File: src/rtl/arm_multicycle_ctrl.sv
// -----------------------------------------------------------------------------
// arm_multicycle_ctrl
//   Multi-cycle control sequencer for a LEGv8 datapath. Each instruction walks
//   FETCH -> DECODE -> EXEC -> (MEM) -> (WB). Every step takes one clock.
//   FETCH and MEM stretch until the matching memory reports ready.
//
// Optional feature macro: ARM_PERF_CNT_EN
//   When defined, adds the cycle_cnt and instr_cnt performance counters.
//
// Ports
//   clk, reset_n       rising-edge clock, asynchronous active-low reset
//   opcode[10:0]       IR[31:21]; decoded in DECODE
//   alu_zero           ALU zero flag, used by CBZ in EXEC
//   imem_ready         instruction memory done (IR data valid this cycle)
//   dmem_ready         data memory done (load data valid / store committed)
//   imem_req, dmem_req memory requests (never high together)
//   ir_write           load IR from imem
//   pc_write, pc_src   PC update strobe; pc_src 0 = PC+4, 1 = branch target
//   control_*          datapath controls (aluop, alusrc, memRead, memwrite,
//                      regwrite, mem2reg)
//   mdr_write          latch load data
//   illegal            sticky undefined-opcode flag (TRAP)
//   busy               high in every state except BOOT and TRAP
//   cycle_cnt, instr_cnt  (ARM_PERF_CNT_EN only) busy cycles / retired instrs
// -----------------------------------------------------------------------------
module arm_multicycle_ctrl (
  input  logic        clk,
  input  logic        reset_n,
  input  logic [10:0] opcode,
  input  logic        alu_zero,
  input  logic        imem_ready,
  input  logic        dmem_ready,
  output logic        imem_req,
  output logic        dmem_req,
  output logic        ir_write,
  output logic        pc_write,
  output logic        pc_src,
  output logic [1:0]  control_aluop,
  output logic        control_alusrc,
  output logic        control_memRead,
  output logic        control_memwrite,
  output logic        control_regwrite,
  output logic        control_mem2reg,
  output logic        mdr_write,
  output logic        illegal,
  output logic        busy
`ifdef ARM_PERF_CNT_EN
  ,
  output logic [31:0] cycle_cnt,
  output logic [31:0] instr_cnt
`endif
);

  typedef enum logic [2:0] {
    S_BOOT, S_FETCH, S_DECODE, S_EXEC, S_MEM, S_WB, S_TRAP
  } state_t;

  typedef enum logic [2:0] {
    C_B, C_CBZ, C_LDUR, C_STUR, C_ADD, C_SUB, C_AND, C_ORR
  } class_t;

  state_t r_state;
  class_t r_class;
  class_t w_class;
  logic   w_legal;

  // Opcode classification. B and CBZ carry immediate bits in their low
  // opcode field, so they match on a prefix only.
  always_comb begin
    w_legal = 1'b1;
    w_class = C_ADD;
    if (opcode[10:5] == 6'b000101) begin
      w_class = C_B;
    end else if (opcode[10:3] == 8'b10110100) begin
      w_class = C_CBZ;
    end else begin
      case (opcode)
        11'b11111000010: w_class = C_LDUR;
        11'b11111000000: w_class = C_STUR;
        11'b10001011000: w_class = C_ADD;
        11'b11001011000: w_class = C_SUB;
        11'b10001010000: w_class = C_AND;
        11'b10101010000: w_class = C_ORR;
        default:         w_legal = 1'b0;
      endcase
    end
  end

  // Sequencer state and latched instruction class.
  always_ff @(posedge clk or negedge reset_n) begin
    if (!reset_n) begin
      r_state <= S_BOOT;
      r_class <= C_ADD;
    end else begin
      case (r_state)
        S_BOOT:   r_state <= S_FETCH;
        S_FETCH:  if (imem_ready) r_state <= S_DECODE;
        S_DECODE: begin
          if (w_legal) begin
            r_class <= w_class;
            r_state <= S_EXEC;
          end else begin
            r_state <= S_TRAP;
          end
        end
        S_EXEC: begin
          case (r_class)
            C_B, C_CBZ:     r_state <= S_FETCH;
            C_LDUR, C_STUR: r_state <= S_MEM;
            default:        r_state <= S_WB;
          endcase
        end
        S_MEM: begin
          if (dmem_ready) r_state <= (r_class == C_LDUR) ? S_WB : S_FETCH;
        end
        S_WB:    r_state <= S_FETCH;
        S_TRAP:  r_state <= S_TRAP;
        default: r_state <= S_BOOT;
      endcase
    end
  end

  // Outputs decode from the registered state and class. The ready-cycle
  // strobes (ir_write, mdr_write, STUR pc_write) and the CBZ pc_src are
  // qualified by the live handshake/flag inputs so that a zero-wait memory
  // completes in the first cycle of its step. Because the state register
  // resets asynchronously, all requests drop the moment reset_n falls.
  always_comb begin
    imem_req         = 1'b0;
    dmem_req         = 1'b0;
    ir_write         = 1'b0;
    pc_write         = 1'b0;
    pc_src           = 1'b0;
    control_aluop    = 2'b00;
    control_alusrc   = 1'b0;
    control_memRead  = 1'b0;
    control_memwrite = 1'b0;
    control_regwrite = 1'b0;
    control_mem2reg  = 1'b0;
    mdr_write        = 1'b0;
    illegal          = 1'b0;
    busy             = 1'b0;
    case (r_state)
      S_FETCH: begin
        busy     = 1'b1;
        imem_req = 1'b1;
        ir_write = imem_ready;
      end
      S_DECODE: busy = 1'b1;
      S_EXEC: begin
        busy = 1'b1;
        case (r_class)
          C_B: begin
            control_aluop = 2'b01;
            pc_write      = 1'b1;
            pc_src        = 1'b1;
          end
          C_CBZ: begin
            control_aluop = 2'b01;
            pc_write      = 1'b1;
            pc_src        = alu_zero;
          end
          C_LDUR, C_STUR: begin
            control_aluop  = 2'b00;
            control_alusrc = 1'b1;
          end
          default: control_aluop = 2'b10;
        endcase
      end
      S_MEM: begin
        // Address operands stay selected for the whole wait.
        busy             = 1'b1;
        dmem_req         = 1'b1;
        control_alusrc   = 1'b1;
        control_memRead  = (r_class == C_LDUR);
        control_memwrite = (r_class == C_STUR);
        mdr_write        = dmem_ready && (r_class == C_LDUR);
        pc_write         = dmem_ready && (r_class == C_STUR);
      end
      S_WB: begin
        busy             = 1'b1;
        control_regwrite = 1'b1;
        control_mem2reg  = (r_class == C_LDUR);
        pc_write         = 1'b1;
      end
      S_TRAP:  illegal = 1'b1;
      default: ;
    endcase
  end

`ifdef ARM_PERF_CNT_EN
  logic [31:0] r_cycle_cnt;
  logic [31:0] r_instr_cnt;

  // busy and pc_write are both 0 in TRAP, so the counters freeze there.
  always_ff @(posedge clk or negedge reset_n) begin
    if (!reset_n) begin
      r_cycle_cnt <= 32'd0;
      r_instr_cnt <= 32'd0;
    end else begin
      if (busy)     r_cycle_cnt <= r_cycle_cnt + 32'd1;
      if (pc_write) r_instr_cnt <= r_instr_cnt + 32'd1;
    end
  end

  assign cycle_cnt = r_cycle_cnt;
  assign instr_cnt = r_instr_cnt;
`endif

endmodule

File: config.mk
export PLATFORM = sky130hd
export DESIGN_NAME = arm_multicycle_ctrl
export DESIGN_NICKNAME = d
export VERILOG_FILES = /design/src/rtl/arm_multicycle_ctrl.sv
export SDC_FILE = /design/constraint.sdc
export NUM_CORES = 1
export LEC_CHECK = 0
export BUFFER_PORTS_ARGS = -buffer_cell sky130_fd_sc_hd__buf_2
export CAP_MARGIN = 5
export CORE_MARGIN = 2
export CORE_UTILIZATION = 25
export DETAILED_ROUTE_END_ITERATION = 10
export PLACE_DENSITY = 0.46
export SLEW_MARGIN = 20
export SYNTH_ARGS = -nofsm -noshare
export SYNTH_HDL_FRONTEND = slang
export SYNTH_SLANG_ARGS = --single-unit
File: constraint.sdc
create_clock -name clk -period 2 [get_ports clk]
set_input_delay 0.1 -clock clk [delete_from_list [all_inputs] [get_ports clk]]
set_output_delay 0.1 -clock clk [all_outputs]
set_load 0.005 [all_outputs]
; After elaboration in Yosys (flattened, before gate mapping)
; Cells that the tools add are included.
[word_totals]
out_inout_bits = 15
wordCells = 62
reg_bits = 6
[op_classes]
eq_ne = 19
muxes = 30
n_reduce_logical = 11
[op_table]
columns = cell, count
row1 = 11-bit == test (second input constant), 6
row2 = 3-bit 2-to-1 mux, 6
row3 = 3-bit case mux with 6 select lines, 1
row4 = 1-bit 2-to-1 mux, 16
row5 = 3-bit case mux with 5 select lines, 1
row6 = 3-bit by 2-bit == test with 1-bit output (second input constant), 4
row7 = 3-bit == test (second input constant), 3
row8 = 8-bit == test (second input constant), 1
row9 = 3-bit by 1-bit == test with 1-bit output (second input constant), 2
row10 = 6-bit by 3-bit == test with 1-bit output (second input constant), 1
row11 = 3-bit logical NOT, 2
row12 = 3-bit case mux with 2 select lines, 1
row13 = 2-bit OR reduction, 3
row14 = 6-bit OR reduction, 1
row15 = 5-bit OR reduction, 1
row16 = 2-bit != test (second input constant), 2
row17 = 1-bit case mux with 2 select lines, 2
row18 = 2-bit case mux with 2 select lines, 1
row19 = 2-bit AND reduction, 2
row20 = 1-bit case mux with 3 select lines, 1
row21 = 1-bit logical AND, 2
row22 = 2-bit 2-to-1 mux, 1

; Logic depth before layout (Yosys ltp)
[depth]
depth_word = 7
depth_mapped = 5

; Worst setup path before layout
; OpenSTA, ideal clock, no wires.
[synth_timing]
path_type = register -> register
from = reg r_state[2]
to = reg r_class[0]
path_stages_with_launch = 5
setup_time_ns = 0.128
n_path_buf = 0
period_less_slack_ns = 1.398
arrival_time_ns = 1.270
slack_ns = 0.602
cell_sequence = dfrtp_1 nor3b_2 nand2_1 o221ai_2 mux2_1
[synth_via]
elab_chain_cells = 2
[synth_rtl]
columns = item, line
row1 = from (decl), 62  ; state_t r_state;
row2 = from (signal assigned), 114  ; if (dmem_ready) r_state <= (r_class == C_LDUR) ? S_WB : S_FETCH;
row3 = 3-bit by 2-bit == test with 1-bit output, 95  ; case (r_state)
row4 = 2-bit AND reduction (no line), --
row5 = to (signal assigned), 100  ; r_class <= w_class;
row6 = to (decl), 63  ; class_t r_class;
; No other way between the ends.
; A chain may end at the register's enable or synchronous reset.

; Worst setup path after layout
[layout_timing]
from = reg r_state[1]
to = reg r_class[0]
; Same word-level chain as after synthesis.

==> metrics.md <==
| Metric | Value |
|---|---|
| Status | completed |
| Ant diodes | 0 |
| Root Driver | clkbuf_4 |
| Synth Register Bits | 6 |
| Synth Flop Type | dfrtp_1 |
| CORE AREA | 2500 sq um |
| Hold path cells | 3 |
| Part of the cycle the worst path needs | 82.8% |
| Die W | 55.5 um |
| Max VDD drop | 352 uV |
| Final WL | 1.72 mm |
| Hold Crit Class | in2reg |
| WP data arrival | 1.78 ns |
| Share of layout cells above drive strength 1 | 37.4% |
| Cell Pwr Density | 768 nW/um^2 |
| Layout area overhead | 32.1% |
| Clock Latency Late Sink | 0.24 ns |
| Number of flops mapped to enable cells by yosys | 0 |
| Area of the multi-input gates | 482 sq um |
| Final min period | 1.66 ns |
| Slowest stage delay, CP | 0.54 ns |
| Port bufs | 30 |
| Placer Congestion | 0.755 |
| CP max-delay cell | dfrtp_1 |
| Via count | 754 |
| Crit start category | register |
| Grt met2 use | 19.9% |
| Vias in the first global route | 726 |
| Largest net degree at the start of global routing | 14 |
| Setup TNS | 0 ns |
| Initial Util | 26.5% |
| Post-Place Setup Slack | 0.334 ns |
| Remaining DRCs | 0 |
| Register area | 151 sq um |
| Syn_nets | 98 |
| Die Height | 55.5 um |
| TritonCTS buffer count | 3 |
| Setup ws final | 0.344 ns |
| Drt first pass iters | 4 |
| Met1 Use GR | 13.3% |
| Ys async rst share | 100% |
| NumNets Final | 132 |
| Max Cap Viol | 0 |
| Gr ovfl total | 0 |
| Syn avg cell area | 8.09 sq um |
| TritonCTS Sinks | 6 |
| Relative slew slack | 66.0% |
| Post-Syn Area | 663 sq um |
| Initial antenna violation count | 0 |
| GRT Total Usage | 11.7% |
| Critical path endpoint category | register |
| Seq/Total Area, Yosys | 22.8% |
| CP Max Fanout | 13 |
| Die ar. | 3080 sq um |
| RSZ-0062 raised after global routing | no |
| Yosys cell types | 36 |
| Total power | 0.673 mW |
| Maximum root-to-sink buffer count | 2 |
| Skew final | 0.000586 ns |
| Via density | 5.20 |
| Critical path class | reg2reg |
| Busiest grt layer | met2 |
| CP cell instances | nor3b_2 > nand2_1 > o221ai_2 > mux2_1 |
| Clk pin slew, worst setup/hold paths | 0.05 ns |
| YS warnings | 0 |
| Detail Route Antenna Nets | 0 |
| Worst-Margin Slew | 0.503 ns |
| H-tree levels | 1 |
| Cells after synthesis | 82 |
| Reg2reg path depth | 4 |
| R2R Setup Slk | 0.34 ns |
| DP HPWL | 1.40 mm |
| Slew Limit Fails | 0 |
| FMAX | 604 MHz |
| Lkg Pwr | 0.456 nW |
| Crit path required time | 2.12 ns |
| Initial DRC Count | 17 |
| Io pins | 31 |
| Cts repair resizes | 0 |
| Wire per inst | 11.8 um |
| # setup viols final | 0 |
| Final count of hold timing violations | 0 |
| # rows | 18 |
| Met3 usage | 2.11% |
| # fillers | 278 |
| CTS tree | yes |
| First-pass GRT wire length | 2.99 mm |
## worst max-delay path, delay by kind of cell, from the launching register on
kind / cells / cell delay [ns]
and+or+nand+nor: 2 / 0.44
muxes: 1 / 0.34
AOI/OAI and AO/OA: 1 / 0.21
DFF: 1 / 0.54
## worst paths after layout
path,start,to
min in group asynchronous,reset_n,r_state[0]$_DFFE_PN0P_
min reg2reg,r_class[2]$_DFFE_PN1P_,r_class[2]$_DFFE_PN1P_
min,imem_ready,r_state[1]$_DFFE_PN0P_
max reg2reg,r_state[1]$_DFFE_PN0P_,r_class[0]$_DFFE_PN0P_
max,r_state[1]$_DFFE_PN0P_,r_class[0]$_DFFE_PN0P_
max in group asynchronous,reset_n,r_class[2]$_DFFE_PN1P_
## final cells by class
class                           instances  share of cell area [%]
Clock buffer                            4                    3.00
Tap cell                               30                    4.29
Multi-Input combinational cell         69                    55.0
Timing Repair Buffer                   31                    18.3
Inverter                                5                    2.14
Sequential cell                         6                    17.3
## registers in the layout (all words and copies together), names as in the netlist
signal / count
r_class: 3
r_state: 3
## kinds of logic (layout without fill, tap and decap cells)
kind of cell	Yosys count	count (layout)	share of synthesized area, %
AND/OR/NAND/NOR	49	49	47.9
AO/OA/AOI/OAI	17	17	19.8
buffers and inverters	7	40	4.53
flip-flops	6	6	22.8
multiplexers	3	3	4.91
## cells in the final DEF (no fill, tap or decap), types with 2 or more instances in the layout
master,count
buf_2,30
nand2_1,7
nor2_1,6
nand3_1,6
inv_1,5
a21oi_1,5
dfrtp_1,5
nor3b_2,3
and3_1,3
nor3b_1,3
and3b_1,3
nand4_1,3
clkbuf_4,3
nand2b_1,2
nor3_1,2
o21ai_0,2
and2_1,2
nor4b_1,2
o31ai_1,2
and2b_1,2
mux2_1,2
## per-layer routing
| metal | part of all wire (%) | wire (um) |
|---|---|---|
| met5 | 0 | 0 |
| met4 | 1.3 | 23 |
| met3 | 7.8 | 134 |
| met2 | 46 | 791 |
| met1 | 45 | 765 |
## power by group
part	total (mW)	internal [mW]	leakage (nW)	switching, mW
Sequential	0.218	0.149	0.0752	0.0698
Combinational	0.335	0.169	0.365	0.166
Clock	0.120	0.0756	0.0150	0.0441
## through the flow
stage / std cells / hold slack [ns] / instance area (sq um) / util, %
finish: 145 / 0.200 / 876 / 35.0
global route: 145 / 0.227 / 876 / 35.0
CTS: 145 / 0.200 / 876 / 35.0
detailed placement: 140 / -0.0705 / 840 / 33.6
global placement: 140 / -0.0699 / 840 / 33.6
floorplan: 82 / -0.196 / 663 / -
## cells in the mapped netlist (3+ instances only)
cell	count	area, sq um
and3_1	3	18.8
nor3b_2	3	37.5
nand3_1	6	30.0
a21oi_1	5	25.0
nand2_1	7	26.3
dfrtp_1	5	125
inv_1	5	18.8
and3b_1	3	26.3
nor3b_1	3	22.5
nand4_1	3	18.8
nor2_1	6	22.5
## repair_timing
action                    CTS  global route
hold buffers                1             0
hold endpoints to repair    6             0
setup buffers               0             0
(Power assumes the default switching activity.)
